**src/rtl/reg_writeback_arb_pkg.sv**
```systemverilog
// reg_writeback_arb_pkg: shared widths, request types and source encoding for the write-back arbiter
package reg_writeback_arb_pkg;
  localparam int DEFAULT_ADDR_WIDTH = 3;
  localparam int DEFAULT_REG_WIDTH = 32;
  typedef logic [DEFAULT_ADDR_WIDTH-1:0] reg_addr_t;
  typedef logic [DEFAULT_REG_WIDTH-1:0] reg_val_t;
  typedef struct packed {
    reg_addr_t addr;
    reg_val_t val;
  } wb_req_t;
  typedef enum logic {SRC_A = 1'b0, SRC_B = 1'b1} src_t;
endpackage

```
**src/rtl/reg_writeback_arb_rr_arb2.sv**
```systemverilog
// rr_arb2: two-way round-robin arbiter, the source not granted last wins a tie
module rr_arb2
  import reg_writeback_arb_pkg::*;
(
  input  logic       i_clk,
  input  logic       i_rst,
  input  logic [1:0] i_req,
  output logic [1:0] o_gnt
);
  src_t last;
  assign o_gnt[0] = i_req[0] & (~i_req[1] | (last == SRC_B));
  assign o_gnt[1] = i_req[1] & (~i_req[0] | (last == SRC_A));
  // pointer remembers the most recent winner; starting at B lets A win the first tie
  always_ff @(posedge i_clk) begin
    if (i_rst) last <= SRC_B;
    else if (|o_gnt) last <= o_gnt[1] ? SRC_B : SRC_A;
  end
endmodule

```
**src/rtl/reg_writeback_arb.sv**
```systemverilog
// reg_writeback_arb: arbitrates two result producers onto the reg_file write port and tracks pending writes
module reg_writeback_arb
  import reg_writeback_arb_pkg::*;
#(
  parameter int ADDR_WIDTH = DEFAULT_ADDR_WIDTH,
  parameter int REG_WIDTH  = DEFAULT_REG_WIDTH
) (
  input  logic                       i_clk,
  input  logic                       i_rst,
  input  logic                       i_a_valid,
  output logic                       o_a_ready,
  input  logic [ADDR_WIDTH-1:0]      i_a_addr,
  input  logic [REG_WIDTH-1:0]       i_a_val,
  input  logic                       i_b_valid,
  output logic                       o_b_ready,
  input  logic [ADDR_WIDTH-1:0]      i_b_addr,
  input  logic [REG_WIDTH-1:0]       i_b_val,
  input  logic                       i_issue_en,
  input  logic [ADDR_WIDTH-1:0]      i_issue_addr,
  output logic [(1<<ADDR_WIDTH)-1:0] o_pending,
  output logic [ADDR_WIDTH-1:0]      o_reg_addr_w,
  output logic [REG_WIDTH-1:0]       o_reg_val_w,
  output logic                       o_write_en,
  output logic                       o_waw_err,
  output logic                       o_spur_err
);
  localparam int NUM_REGS = 1 << ADDR_WIDTH;
  localparam logic [NUM_REGS-1:0] ONE = 1;
  typedef struct packed {
    logic [ADDR_WIDTH-1:0] addr;
    logic [REG_WIDTH-1:0]  val;
  } req_t;
  logic [1:0] gnt;
  logic any_gnt;
  req_t sel;
  logic [NUM_REGS-1:0] set_mask, clr_mask;
  rr_arb2 u_arb (
    .i_clk (i_clk),
    .i_rst (i_rst),
    .i_req ({i_b_valid & ~i_rst, i_a_valid & ~i_rst}),
    .o_gnt (gnt)
  );
  assign o_a_ready = gnt[0];
  assign o_b_ready = gnt[1];
  // winning request and the scoreboard bits it touches this cycle
  always_comb begin
    any_gnt = |gnt;
    sel = gnt[1] ? req_t'{addr: i_b_addr, val: i_b_val} : req_t'{addr: i_a_addr, val: i_a_val};
    set_mask = i_issue_en ? ONE << i_issue_addr : '0;
    clr_mask = any_gnt ? ONE << sel.addr : '0;
  end
  // output stage drains every cycle; addr/val hold when idle, reset drops any in-flight write
  always_ff @(posedge i_clk) begin
    if (i_rst) begin
      o_write_en <= 1'b0;
      o_reg_addr_w <= '0;
      o_reg_val_w <= '0;
    end else begin
      o_write_en <= any_gnt;
      if (any_gnt) begin
        o_reg_addr_w <= sel.addr;
        o_reg_val_w <= sel.val;
      end
    end
  end
  // scoreboard with set winning over a same-edge clear, plus registered error pulses
  always_ff @(posedge i_clk) begin
    if (i_rst) begin
      o_pending <= '0;
      o_waw_err <= 1'b0;
      o_spur_err <= 1'b0;
    end else begin
      o_pending <= (o_pending & ~clr_mask) | set_mask;
      o_waw_err <= i_issue_en && o_pending[i_issue_addr] && !clr_mask[i_issue_addr];
      o_spur_err <= any_gnt && !o_pending[sel.addr];
    end
  end
endmodule

```
**config.mk**
```make
export PLATFORM = sky130hd
export DESIGN_NAME = reg_writeback_arb
export DESIGN_NICKNAME = d
export VERILOG_FILES = /design/src/rtl/reg_writeback_arb_pkg.sv /design/src/rtl/reg_writeback_arb_rr_arb2.sv /design/src/rtl/reg_writeback_arb.sv
export SDC_FILE = /design/constraint.sdc
export NUM_CORES = 1
export LEC_CHECK = 0
export ABC_AREA = 1
export BUFFER_PORTS_ARGS = -buffer_cell sky130_fd_sc_hd__buf_2
export CORE_MARGIN = 2
export CORE_UTILIZATION = 47
export CTS_BUF_LIST = sky130_fd_sc_hd__clkbuf_8
export CTS_CLUSTER_DIAMETER = 80
export DETAILED_ROUTE_END_ITERATION = 10
export GPL_TIMING_DRIVEN = 0
export PLACE_DENSITY_LB_ADDON = 0.12
export SLEW_MARGIN = 25
export SYNTH_ARGS = -nofsm -noshare
export SYNTH_HDL_FRONTEND = slang
export SYNTH_HIERARCHICAL = 1
export SYNTH_SLANG_ARGS = --single-unit
```
**constraint.sdc**
```tcl
create_clock -name i_clk -period 1.9 [get_ports i_clk]
set_input_delay 0.095 -clock i_clk [delete_from_list [all_inputs] [get_ports i_clk]]
set_output_delay 0.095 -clock i_clk [all_outputs]
set_load 0.05 [all_outputs]
```
# After elaboration in Yosys (flattened, before gate mapping)
# Cells that the tools add are included.
[word_totals]
regBits = 47
latch_bits = 0
ramBits = 0
romBits = 0
out_inout_bits = 48
mem_count = 0
[op_classes]
addsub = 0
mul = 0
div = 0
order_cmp = 2
eq_ne = 0
n_shift = 2
mux = 10
bitwise_logic = 13
reduce_logical = 6
[op_table]
columns = ["operator", "n"]
rows = [
  ["35-bit two-way mux", 1],
  ["8-bit two-way mux", 2],
  ["1-bit by 3-bit << shifter with 8-bit output (first input constant)", 2],
  ["1-bit binary-select mux with 3-bit select", 3],
  ["8-bit AND", 1],
  ["3-bit by 4-bit < comparator with 1-bit output (second input constant)", 2],
  ["8-bit inverter", 1],
  ["8-bit bitwise OR", 1],
  ["1-bit AND", 4],
  ["1-bit two-way mux", 4],
  ["1-bit inverter", 4],
  ["1-bit logical AND", 3],
  ["1-bit zero test", 2],
  ["1-bit bitwise OR", 2],
  ["2-bit OR reduction", 1],
]

# Depth between registers and ports, before layout
# Gate-level depths: netlist of the first run.
[depth]
word_depth = 12
mapped_depth = 15

# Hierarchy
# The synthesis of the first run kept the hierarchy.
[modules_own_cells]
columns = ["module", "n_inst", "cells_each", "area_each_um2", "seq_area_each_um2"]
rows = [
  ["reg_writeback_arb", 1, 387, 2403.6, 920.9],
  ["rr_arb2", 1, 10, 56.3, 20.0],
]

# Worst setup path before layout of the first run
# OpenSTA, ideal clock, no wires.
[synth_path]
path_kind = "input port to flip-flop"
start = "input port i_rst"
end = "register o_waw_err"
arrival_ns = 2.203
slack_ns = -0.415
cell_stages = 11
path_buffers = 2
path_cell_list = "clkbuf_1 -> nor2_1 -> a21oi_1 -> buf_2 -> nor2_4 -> nor2_4 -> nand3_1 -> nand3_1 -> nor2_1 -> nor2_1 -> nor2_1"
[synth_rtl]
columns = ["item", "line_no", "text"]
rows = [
  ["start: declaration", "reg_writeback_arb.sv:9", "input logic i_rst,"],
  ["1-bit inverter (*)", "reg_writeback_arb.sv:40", ".i_req ({i_b_valid & ~i_rst, i_a_valid & ~i_rst}),"],
  ["1-bit AND", "reg_writeback_arb.sv:40", ""],
  ["1-bit inverter", "reg_writeback_arb_rr_arb2.sv:11", "assign o_gnt[0] = i_req[0] & (~i_req[1] | (last == SRC_B));"],
  ["1-bit bitwise OR", "reg_writeback_arb_rr_arb2.sv:11", ""],
  ["1-bit AND (*)", "reg_writeback_arb_rr_arb2.sv:11", ""],
  ["net o_a_ready", "reg_writeback_arb.sv:11", "output logic o_a_ready,"],
  ["2-bit OR reduction (*)", "reg_writeback_arb.sv:47", "any_gnt = |gnt;"],
  ["8-bit two-way mux (*)", "reg_writeback_arb.sv:50", "clr_mask = any_gnt ? ONE << sel.addr : '0;"],
  ["1-bit binary-select mux with 3-bit select (*)", "reg_writeback_arb.sv:74", "o_waw_err <= i_issue_en && o_pending[i_issue_addr] && !clr_mask[i_issue_addr];"],
  ["1-bit two-way mux (not written as such) (*)", "reg_writeback_arb.sv:74", ""],
  ["1-bit zero test (*)", "reg_writeback_arb.sv:74", ""],
  ["1-bit logical AND (*)", "reg_writeback_arb.sv:74", ""],
  ["end signal: assignment", "reg_writeback_arb.sv:74", ""],
  ["end: declaration", "reg_writeback_arb.sv:24", "output logic o_waw_err,"],
]
# Mark *: on every way through the listed nets, which the timed path passes. The rest lies on a longest branch. The select of a mux whose other input is x is not followed.
# A chain may end at the register's enable or synchronous reset.

# Worst setup path after layout of the first run
[layout_path]
start = "register u_arb.last"
end = "register o_reg_val_w[11]"
[layout_via]
elab_chain_cells = 4
[layout_lines]
columns = ["item", "line_no", "text"]
rows = [
  ["start: declaration", "reg_writeback_arb_rr_arb2.sv:10", "src_t last;"],
  ["start signal: assignment", "reg_writeback_arb_rr_arb2.sv:16", "else if (|o_gnt) last <= o_gnt[1] ? SRC_B : SRC_A;"],
  ["1-bit inverter", "reg_writeback_arb_rr_arb2.sv:12", "assign o_gnt[1] = i_req[1] & (~i_req[0] | (last == SRC_A));"],
  ["1-bit bitwise OR", "reg_writeback_arb_rr_arb2.sv:12", ""],
  ["1-bit AND", "reg_writeback_arb_rr_arb2.sv:12", ""],
  ["35-bit two-way mux / 2-bit OR reduction (equally long branches)", "reg_writeback_arb.sv:48, reg_writeback_arb.sv:47", ""],
  ["end signal: assignment", "reg_writeback_arb.sv:62", "o_reg_val_w <= sel.val;"],
  ["end: declaration", "reg_writeback_arb.sv:22", "output logic [REG_WIDTH-1:0] o_reg_val_w,"],
]
# Several ways; a longest one is shown, not always the timed one.

==> results of run 1 <==
worst min-delay path by stage:
| stage | to | slack (ps) | cells past startpoint |
|---|---|---|---|
| floorplan | o_write_en$_SDFF_PP0_ | 180 | 1 |
| global placement | o_write_en$_SDFF_PP0_ | 330 | 2 |
| detailed placement | o_write_en$_SDFF_PP0_ | 330 | 2 |
| CTS | o_write_en$_SDFF_PP0_ | 10 | 2 |
| global route | o_waw_err$_SDFF_PP0_ | 50 | 3 |
| finish | o_waw_err$_SDFF_PP0_ | 50 | 3 |
timing repair:
item / CTS / global route
endpoints found under the setup margin: 0 / 31
resized for setup: 0 / 2
endpoints found under the hold margin: 0 / 0
setup buffers: 0 / 0
cell usage in the layout, fill, tap and decap left out:
cell type	netlist	final
nor2_4	5	5
inv_1	55	57
buf_1	6	6
nand3_1	79	79
buf_6	1	1
nor2_2	2	2
buf_4	1	1
clkbuf_8	0	5
nor2_1	15	15
clkbuf_1	10	8
dfxtp_1	47	47
nand4_1	3	3
nand2_1	141	140
clkinv_1	1	1
nand2_2	6	7
a21oi_4	0	1
clkinv_2	0	1
buf_2	1	126
a21oi_1	14	13
o21ai_0	9	9
clkbuf_2	0	1
inv_2	1	1
area by class of cell:
class	instances	area [sq um]
Buffer	18	81.33
Clock buffer	5	68.82
Fill cell	513	1809
Multi-Input combinational cell	274	1235
Inverter	57	214.0
Clock inverter	3	12.51
Sequential cell	47	940.9
Timing Repair Buffer	125	625.6
Tap cell	70	87.58
stage by stage:
| stage | instance area, sq um | std cells | setup slack, ps |
|---|---|---|---|
| 2_1_floorplan | 2474 | 397 | 50.43 |
| 3_3_place_gp | 3187 | 592 | -145.3 |
| 3_5_place_dp | 3187 | 592 | -187.6 |
| 4_1_cts | 3268 | 600 | 121.4 |
| 5_1_grt | 3266 | 599 | 65.67 |
| 6_report | 3266 | 599 | 216.1 |
layer usage:
metal,track usage,share of wire,up-vias
met5,0,0,-
met1,0.2735,0.42,1257
met4,0.07818,0.017,0
li1,-,-,1491
met2,0.4000,0.48,106
met3,0.05569,0.079,13
registers in the layout, indices dropped and copies added (netlist names):
register,cells
o_spur_err,1
u_arb/last,1
o_write_en,1
o_reg_addr_w,3
o_waw_err,1
o_reg_val_w,32
o_pending,8
Yosys cell counts:
| cell | count | area share |
|---|---|---|
| a21oi_1 | 14 | 0.028 |
| buf_1 | 6 | 0.0092 |
| buf_2 | 1 | 0.0020 |
| buf_4 | 1 | 0.0031 |
| buf_6 | 1 | 0.0046 |
| clkbuf_1 | 10 | 0.015 |
| clkinv_1 | 1 | 0.0015 |
| dfxtp_1 | 47 | 0.38 |
| inv_1 | 55 | 0.084 |
| inv_2 | 1 | 0.0015 |
| nand2_1 | 141 | 0.22 |
| nand2_2 | 6 | 0.015 |
| nand3_1 | 79 | 0.16 |
| nand4_1 | 3 | 0.0076 |
| nor2_1 | 15 | 0.023 |
| nor2_2 | 2 | 0.0051 |
| nor2_4 | 5 | 0.023 |
| o21ai_0 | 9 | 0.018 |
report_power, final:
part           leakage, nW  total, mW  internal [mW]  switching [mW]
Sequential           0.386       1.09           1.05          0.0332
Clock               0.0505      0.577          0.248           0.329
Combinational         1.49      0.750          0.217           0.533
Total                 1.93       2.41           1.52           0.895
logic make-up after synthesis:
family / after synthesis / share of synthesized area
AOI/OAI and AO/OA: 23 / 0.04680
and+or+nand+nor: 251 / 0.4496
DFF: 47 / 0.3825
buffers and inverters: 76 / 0.1211
critical path, stage by stage (launching register included):
cell      delay, ps
dfxtp_1         310
inv_1           110
a21oi_4          70
buf_2           170
nor2_4          260
clkbuf_1        410
nand2_1         110
nand3_1         100
nand2_1          50
inv_1            60
==> Flow_metrics.wiki, run 1 <==
{| class="wikitable"
! Metric !! Value
|-
| Run status || complete, no violations
|-
| Critical Path Start Type || flip-flop
|-
| Antenna violation net count after detailed routing || 0
|-
| Global route total overflow || 0
|-
| Maximum level of the CTS H-tree || 2
|-
| Library cells used by synthesis || 18
|-
| Largest fanout of any net on the critical path || 10
|-
| Category of the most critical setup path || flip-flop to flip-flop
|-
| Initial cell density of the core || 0.4847
|-
| Mean instance size in the synthesized netlist || 6.196 sq um
|-
| Number of hold buffers added after cts || 0
|-
| Die X-Extent || 76.35 um
|-
| Total core area || 0.005075 sq mm
|-
| Remaining DRCs || 0
|-
| Number of vias in the routed layout || 2867
|-
| Area of the mapped netlist || 0.002460 sq mm
|-
| Clock-pin slew reported for the worst setup and hold paths after clock tree synthesis || 90 ps
|-
| Fraction of layout cells with a size suffix above 1 || 0.2854
|-
| Slack of the worst reg-to-reg path || 220 ps
|-
| Number of antenna violations at the first check in global routing || 0
|-
| Reg2Reg Depth || 9
|-
| # diodes || 0
|-
| Number of buffers created by CTS || 5
|-
| Die area || 0.005829 sq mm
|-
| Setup violators final || 0
|-
| Port Buffer Count || 125
|-
| Leakage power figure || 1.925 nW
|-
| Total track usage || 0.2286
|-
| Final-report max-slew violation count || 0
|-
| Wire length of the first global-routing pass || 11.05 mm
|-
| Share of the core filled with cells in the final layout || 0.6435
|-
| Capturing element type of the critical path || flip-flop
|-
| Post-DR vias/cell || 4.786
|-
| Total power per unit cell area || 738.9 mW/mm^2
|-
| Root buffer cell || clkbuf_8
|-
| CTS tree || built
|-
| Final hold slack || 46.33 ps
|-
| Warnings, synthesis || 6
|-
| Number of global-route vias before repair || 2589
|-
| Worst voltage drop across the vdd grid || 0.4398 mV
|-
| Drt pass-1 iters || 4
|-
| Routed wire per std cell || 10.81 um
|-
| F_max || 593.9 MHz
|-
| Hold/Removal Path Class || input pin to flip-flop
|-
| Row count || 26
|-
| Worst hold start || i_issue_en
|-
| Relative area change from synthesis to final layout || 32.76%
|-
| Cell count after synthesis || 397
|-
| Worst Max-Slew Pin Slew || 465.9 ps
|-
| Bufs on Longest Clock Path || 2
|-
| Unrepaired setup endpoints after global routing || false
|-
| Post-route total power || 2.413 mW
|-
| Y dimension of the die || 76.35 um
|-
| Maxcap violations || 0
|-
| Capturing point of the worst reg2reg path || o_reg_val_w[11]$_SDFFE_PP0P_
|-
| Worst Clk Skew || 10.40 ps
|-
| Sequential fraction of the synthesis area || 0.3825
|-
| Net count of the mapped netlist || 475
|-
| Critical Path Source || u_arb/last$_SDFFE_PP1P_
|-
| Skew-Pair Late Insertion Delay || 300 ps
|-
| DP HPWL || 4.883 mm
|-
| Final hold violation count || 0
|-
| DRC violation total after the first TritonRoute iteration || 189
|-
| Worst Path Required || 2150 ps
|-
| End of the critical path || o_reg_val_w[11]$_SDFFE_PP0P_
|-
| Post-layout nets || 606
|-
| Pin count of the biggest net entering global routing || 14
|-
| Final WL || 6.475 mm
|-
| Minimum period implied by the final worst setup slack || 1684 ps
|-
| Routability congestion estimate || 0.8867
|-
| Top-level port count || 126
|-
| Clock tree sinks || 47
|-
| Headroom to the max-slew limit || 0.6894
|-
| Origin of the critical flop-to-flop path || u_arb/last$_SDFFE_PP1P_
|-
| Worst Path Arrival || 1940 ps
|-
| Final critical-path share of the clock period || 0.8863
|-
| Post-route setup TNS || 0 ps
|-
| Seq cells post-synth || 47
|}
Note: power is estimated with default switching activity, not from simulation.
==> inputs of run 2 (changes only) <==
Settings changed: CORE_UTILIZATION 47 to 41, CTS_BUF_LIST sky130_fd_sc_hd__clkbuf_8 to not set.
Clock period 1.9 ns to 1.5 ns, I/O delays scaled along.
==> Flow_metrics.wiki, run 2 (synthesized netlist as in run 1, its figures left out) <==
{| class="wikitable"
! Metric !! Value
|-
| Leakage power figure || 2.061 nW (+7.1%)
|-
| Largest registers in the final layout || o_reg_val_w x32, o_pending x8, o_reg_addr_w x3
|-
| Clock tree sinks || 47 (unchanged)
|-
| Post-placement cell area || 0.003248 sq mm (+1.9%)
|-
| Final critical-path share of the clock period || 1.032 (+0.1460)
|-
| Number of placed cells counting well taps || 597 (+0.84%)
|-
| Maxcap violations || 0 (unchanged)
|-
| Final-report max-slew violation count || 0 (unchanged)
|-
| Final worst setup slack || -48.39 ps (-264.5 ps)
|-
| CTS tree || built
|-
| Number of vias in the routed layout || 2956 (+3.1%)
|-
| Number of buffers created by CTS || 5 (unchanged)
|-
| Slowest stage cell on the critical path || dfxtp_2
|-
| Cell-by-cell listing of the critical path || inv_4 -> nand2_4 -> nand2_8 -> inv_4 -> buf_8 -> nand2_2 -> nand2_2 -> nor2_4 -> nand3_2 -> nand3_2 -> nor2_2 -> nor2_1 -> nor2_1
|-
| Capturing element type of the critical path || flip-flop
|-
| Most common cell after layout, fill and taps aside || nand2_1
|-
| Wire length of the first global-routing pass || 11.27 mm (+2.0%)
|-
| Top reg by flops || o_reg_val_w
|-
| # diodes || 0 (unchanged)
|-
| Pin count of the biggest net entering global routing || 15 (+1)
|-
| Routed wire per std cell || 11.79 um (+9.1%)
|-
| Leading cell types in the layout, fill and taps excluded || nand2_1 (131), buf_2 (128), nand3_1 (69)
|-
| Violated checks || setup timing
|-
| F_max || 645.8 MHz (+8.8%)
|-
| Critical Path Source || u_arb/last$_SDFFE_PP1P_
|-
| Worst Path Required || 1700 ps (-450 ps)
|-
| Worst Path Arrival || 1750 ps (-190 ps)
|-
| Drt pass-1 iters || 4 (unchanged)
|-
| Number of flip-flops under the largest register name || 32 (unchanged)
|-
| Run status || complete, but fails checks
|-
| Total core area || 0.005851 sq mm (+15%)
|-
| Worst voltage drop across the vdd grid || 0.4662 mV (+6.0%)
|-
| Final hold violation count || 0 (unchanged)
|-
| Total power per unit cell area || 956.2 mW/mm^2 (+29%)
|-
| Maximum level of the CTS H-tree || 2 (unchanged)
|-
| Skew-Pair Late Insertion Delay || 290 ps (about the same)
|-
| Global route total overflow || 0 (unchanged)
|-
| Setup violators final || 4 (+4)
|-
| Headroom to the max-slew limit || 0.6769 (-0.01246)
|-
| Critical Path Start Type || flip-flop
|-
| Unrepaired setup endpoints after global routing || true
|-
| Top-level port count || 126 (unchanged)
|-
| Number of antenna violations at the first check in global routing || 0 (unchanged)
|-
| Post-layout nets || 615 (+1.5%)
|-
| Final WL || 7.230 mm (+12%)
|-
| Die X-Extent || 81.46 um (+6.7%)
|-
| Worst setup slack after placement || -339.2 ps (-151.6 ps)
|-
| Family with the most delay on the worst path || simple AND/OR/NAND/NOR gates
|-
| DRC violation total after the first TritonRoute iteration || 76 (-60%)
|-
| Antenna violation net count after detailed routing || 0 (unchanged)
|-
| Number of cells in the finished layout apart from fillers || 613 (+2.3%)
|-
| Number of hold buffers added after cts || 0 (unchanged)
|-
| Root buffer cell || clkbuf_8
|-
| Category of the most critical setup path || flip-flop to flip-flop
|-
| Post-DR vias/cell || 4.822 (+0.75%)
|-
| Row count || 28 (+7.7%)
|-
| Y dimension of the die || 81.46 um (+6.7%)
|-
| Fraction of layout cells with a size suffix above 1 || 0.3717 (+0.08630)
|-
| Worst Max-Slew Pin Slew || 482.8 ps (+16.90 ps)
|-
| Hold/Removal Path Class || input pin to flip-flop
|-
| Worst Clk Skew || 5.874 ps (-4.522 ps)
|-
| Port Buffer Count || 125 (unchanged)
|-
| Slack of the worst reg-to-reg path || -50 ps (-260 ps)
|-
| Die area || 0.006635 sq mm (+14%)
|-
| Routability congestion estimate || 0.8872 (about the same)
|-
| Remaining DRCs || 0 (unchanged)
|-
| Origin of the critical flop-to-flop path || u_arb/last$_SDFFE_PP1P_
|-
| Largest stage delay on the critical path || 340 ps (-70 ps)
|-
| Initial cell density of the core || 0.4204 (-0.06427)
|-
| Largest fanout of any net on the critical path || 8 (-2)
|-
| Cell area after layout || 0.003576 sq mm (+9.5%)
|-
| Relative area change from synthesis to final layout || 45.37%
|-
| Total track usage || 0.2130 (-0.01564)
|-
| Number of global-route vias before repair || 2612 (+0.89%)
|-
| DP HPWL || 5.232 mm (+7.2%)
|-
| Clock-pin slew reported for the worst setup and hold paths after clock tree synthesis || 90 ps (about the same)
|-
| Minimum period implied by the final worst setup slack || 1548 ps (-135.5 ps)
|-
| Buffers plus inverters on the worst setup path || 3 (-1)
|-
| Bufs on Longest Clock Path || 2 (unchanged)
|-
| Worst hold start || i_rst
|}
-- run 2: cell types whose count changed in the layout (fill, tap and decap cells not counted), sizes merged --
| cell | delta |
|---|---|
| inv | -2 |
| bufinv | +1 |
| buf | +12 |
| clkbuf | -2 |
-- run 2: where the power goes --
part	internal, mW	total (mW)	leakage (nW)	switching (mW)
sequential	1.33	1.38	0.386	0.0445
combinational	0.340	1.06	1.61	0.721
clock	0.540	0.980	0.0612	0.440
-- run 2: final cells by class --
| cell class | instances | area [sq um] |
|---|---|---|
| Inverter | 57 | 219.0 |
| Timing Repair Buffer | 134 | 696.9 |
| Multi-Input combinational cell | 274 | 1368 |
| Tap cell | 75 | 93.84 |
| Sequential cell | 47 | 942.2 |
| Fill cell | 566 | 2275 |
| Buffer | 18 | 138.9 |
| Clock inverter | 2 | 35.03 |
| Clock buffer | 6 | 82.58 |
-- run 2: worst paths after layout --
path / end / cells past startpoint
setup / recovery: o_waw_err$_SDFF_PP0_ / 13
hold / removal: o_write_en$_SDFF_PP0_ / 2
setup reg to reg: o_waw_err$_SDFF_PP0_ / 13
hold reg to reg: o_pending[7]$_SDFF_PP0_ / 2
-- run 2: through the flow --
stage	hold slack [ps]	setup TNS, ps	power, mW	util
after global routing	23.22	-681.2	3.602	0.6112
final	16.43	-103.6	3.419	0.6112
after detailed placement	331.5	-10970	2.383	0.5552
after global placement	325.3	-10320	2.372	0.5552
after floorplan	158.9	-14.02	2.093	-
after CTS	12.06	-94.32	3.419	0.6018
-- run 2: what timing repair did --
action / in CTS / in global routing
buffers inserted: 6 / 3
pin swaps: 16 / 6
setup endpoints to repair: 37 / 40
gates resized for setup: 35 / 22
-- run 2: per-layer routing --
| layer | track usage | part of all wire | vias up | routed length, um |
|---|---|---|---|---|
| met2 | 0.3730 | 0.51 | 89 | 3674 |
| met5 | 0 | 0 | - | 0 |
| li1 | - | - | 1511 | - |
| met3 | 0.04835 | 0.061 | 11 | 444 |
| met4 | 0.06441 | 0.013 | 0 | 95 |
| met1 | 0.2592 | 0.42 | 1345 | 3015 |
-- run 2: worst reg2reg max path, cell delays in order, from the launching register on --
cell,delay (ps)
dfxtp_2,340
inv_4,70
nand2_4,70
nand2_8,90
inv_4,40
buf_8,130
nand2_2,60
nand2_2,70
nor2_4,210
nand3_2,100
nand3_2,100
nor2_2,50
nor2_1,80
nor2_1,40
==> inputs of run 3 (changes only) <==
Settings changed: SKIP_CTS_REPAIR_TIMING set to 1.
==> Flow_metrics.wiki, run 3 (synthesized netlist as in run 1, its figures left out) <==
{| class="wikitable"
! Metric !! Value
|-
| Run status || complete, but fails checks
|-
| Violated checks || setup timing
|-
| Maximum level of the CTS H-tree || 2 (unchanged)
|-
| Final critical-path share of the clock period || 1.015 (-0.01683)
|-
| Minimum period implied by the final worst setup slack || 1523 ps (-25.24 ps)
|-
| Relative area change from synthesis to final layout || 44.05%
|-
| Most frequent cell on the critical path || nor2_1
|-
| Clock tree sinks || 47 (unchanged)
|-
| M2 GR Usage || 0.3672 (-0.005738)
|-
| Category of the most critical setup path || flip-flop to flip-flop
|-
| Skew-Pair Late Insertion Delay || 300 ps (about the same)
|-
| Number of cells in the finished layout apart from fillers || 613 (unchanged)
|-
| Cell-by-cell listing of the critical path || inv_4 -> nand2_4 -> nand2_8 -> buf_6 -> nand2_1 -> nand2_2 -> nor2_2 -> nand3_1 -> nand3_1 -> nor2_1 -> nor2_1 -> nor2_1
|-
| Post-layout nets || 615 (unchanged)
|-
| Worst Max-Slew Pin Slew || 499.6 ps (+16.77 ps)
|-
| Worst Clk Skew || 5.564 ps (-0.3105 ps)
|-
| Largest registers in the final layout || o_reg_val_w x32, o_pending x8, o_reg_addr_w x3
|-
| Worst setup slack after placement || -339.2 ps (unchanged)
|-
| Number of buffers created by CTS || 5 (unchanged)
|-
| Global routing usage on met1 || 0.2544 (-0.004775)
|-
| Final-report max-slew violation count || 0 (unchanged)
|-
| Die X-Extent || 81.46 um (unchanged)
|-
| Leading cell types in the layout, fill and taps excluded || nand2_1 (132), buf_2 (130), nand3_1 (70)
|-
| Number of placed cells counting well taps || 597 (unchanged)
|-
| Routed wire per std cell || 11.88 um (+0.72%)
|-
| Largest stage delay on the critical path || 360 ps (+20 ps)
|-
| Antenna violation net count after detailed routing || 0 (unchanged)
|-
| Worst Path Required || 1700 ps (about the same)
|-
| Global route total overflow || 0 (unchanged)
|-
| Total core area || 0.005851 sq mm (unchanged)
|-
| Reg area || 942.2 sq um (unchanged)
|-
| Worst voltage drop across the vdd grid || 0.4266 mV (-8.5%)
|-
| Top-level port count || 126 (unchanged)
|-
| Final worst setup slack || -23.15 ps (+25.24 ps)
|-
| Capturing element type of the critical path || flip-flop
|-
| Clock-pin slew reported for the worst setup and hold paths after clock tree synthesis || 90 ps (about the same)
|-
| Wire length of the first global-routing pass || 11.12 mm (-1.3%)
|-
| Initial cell density of the core || 0.4204 (unchanged)
|-
| Total track usage || 0.2095 (-0.003484)
|-
| M3 GR Usage || 0.04835 (unchanged)
|-
| Remaining DRCs || 0 (unchanged)
|-
| Area taken by multi-input logic gates || 0.001355 sq mm (-0.91%)
|-
| Maxcap violations || 0 (unchanged)
|-
| Bufs on Longest Clock Path || 2 (unchanged)
|-
| Post-DR vias/cell || 4.794 (-0.58%)
|-
| Routability congestion estimate || 0.8872 (unchanged)
|-
| Worst Path Arrival || 1720 ps (-30 ps)
|-
| Number of global-route vias before repair || 2587 (-0.96%)
|-
| DRC violation total after the first TritonRoute iteration || 123 (+62%)
|-
| Hold/Removal Path Class || input pin to flip-flop
|-
| F_max || 656.5 MHz (+1.7%)
|-
| Leakage power figure || 2.049 nW (-0.58%)
|-
| Most congested layer reported by global routing || met2
|-
| Largest fanout of any net on the critical path || 10 (+2)
|-
| Number of flip-flops under the largest register name || 32 (unchanged)
|-
| Number of antenna violations at the first check in global routing || 0 (unchanged)
|-
| Port Buffer Count || 125 (unchanged)
|-
| Pin count of the biggest net entering global routing || 15 (unchanged)
|-
| Headroom to the max-slew limit || 0.6657 (-0.01122)
|-
| Total power per unit cell area || 961.1 mW/mm^2 (+0.51%)
|-
| Unrepaired setup endpoints after global routing || true
|-
| Final WL || 7.282 mm (+0.72%)
|-
| Drt pass-1 iters || 4 (unchanged)
|-
| Y dimension of the die || 81.46 um (unchanged)
|-
| Critical Path Start Type || flip-flop
|-
| Layout fillers || 578 (+2.1%)
|-
| Final hold violation count || 0 (unchanged)
|-
| Slowest stage cell on the critical path || dfxtp_2
|-
| Fraction of layout cells with a size suffix above 1 || 0.3662 (-0.005576)
|-
| Number of vias in the routed layout || 2939 (-0.58%)
|-
| Top reg by flops || o_reg_val_w
|-
| CTS tree || built
|-
| Row count || 28 (unchanged)
|-
| Root buffer cell || clkbuf_8
|-
| DP HPWL || 5.232 mm (unchanged)
|-
| # diodes || 0 (unchanged)
|-
| Setup violators final || 2 (-2)
|-
| Die area || 0.006635 sq mm (unchanged)
|-
| Most common cell after layout, fill and taps aside || nand2_1
|}
-- run 3: changes by cell type in the layout (fill, tap and decap cells not counted), sizes merged --
cell,before,now
clkbuf,12,11
buf,146,147
-- run 3: power breakdown --
group | switching, mW | internal [mW] | total (mW)
clock network | 0.438 | 0.540 | 0.978
logic | 0.719 | 0.330 | 1.05
registers | 0.0445 | 1.33 | 1.38
total | 1.20 | 2.20 | 3.41
-- run 3: worst max-delay path, delay by kind of cell, from the launching register on --
kind,cells,cell delay [ps]
flip-flops,1,360
AND/OR/NAND/NOR,10,870
buffers and inverters,2,190
-- run 3: routing by layer --
metal	vias up	wire, um	part of all wire
met3	9	508	0.070
met5	-	0	0
met1	1318	3035	0.42
li1	1510	-	-
met4	0	78	0.011
met2	102	3660	0.50
-- run 3: layout make-up --
class / count / area share
multi-input combinational: 274 / 0.3824
tap: 75 / 0.02648
sequential: 47 / 0.2659
buffer: 19 / 0.03672
timing repair buffer: 133 / 0.1935
inverter: 57 / 0.06179
clock inverter: 2 / 0.009887
clock buffer: 6 / 0.02331
-- run 3: final timing paths --
kind / startpoint / endpoint / slack (ps) / cells after the start
worst max-delay path: u_arb/last$_SDFFE_PP1P_ / o_waw_err$_SDFF_PP0_ / -20 / 12
worst min-delay path: i_rst / o_write_en$_SDFF_PP0_ / 30 / 2
worst max register to register: u_arb/last$_SDFFE_PP1P_ / o_waw_err$_SDFF_PP0_ / -20 / 12
worst min register to register: o_pending[7]$_SDFF_PP0_ / o_pending[7]$_SDFF_PP0_ / 510 / 2
-- run 3: stage by stage --
step | total power, mW | TNS [ps] | cell area, sq um | hold slack (ps) | utilization
floorplan | 2.093 | -14.02 | 2529 | 158.9 | -
global placement | 2.372 | -10320 | 3248 | 325.3 | 0.5552
detailed placement | 2.383 | -10970 | 3248 | 331.5 | 0.5552
CTS | 3.358 | -5373 | 3366 | 12.06 | 0.5753
global route | 3.587 | -1703 | 3543 | 20.76 | 0.6056
finish | 3.406 | -30.33 | 3543 | 26.59 | 0.6056
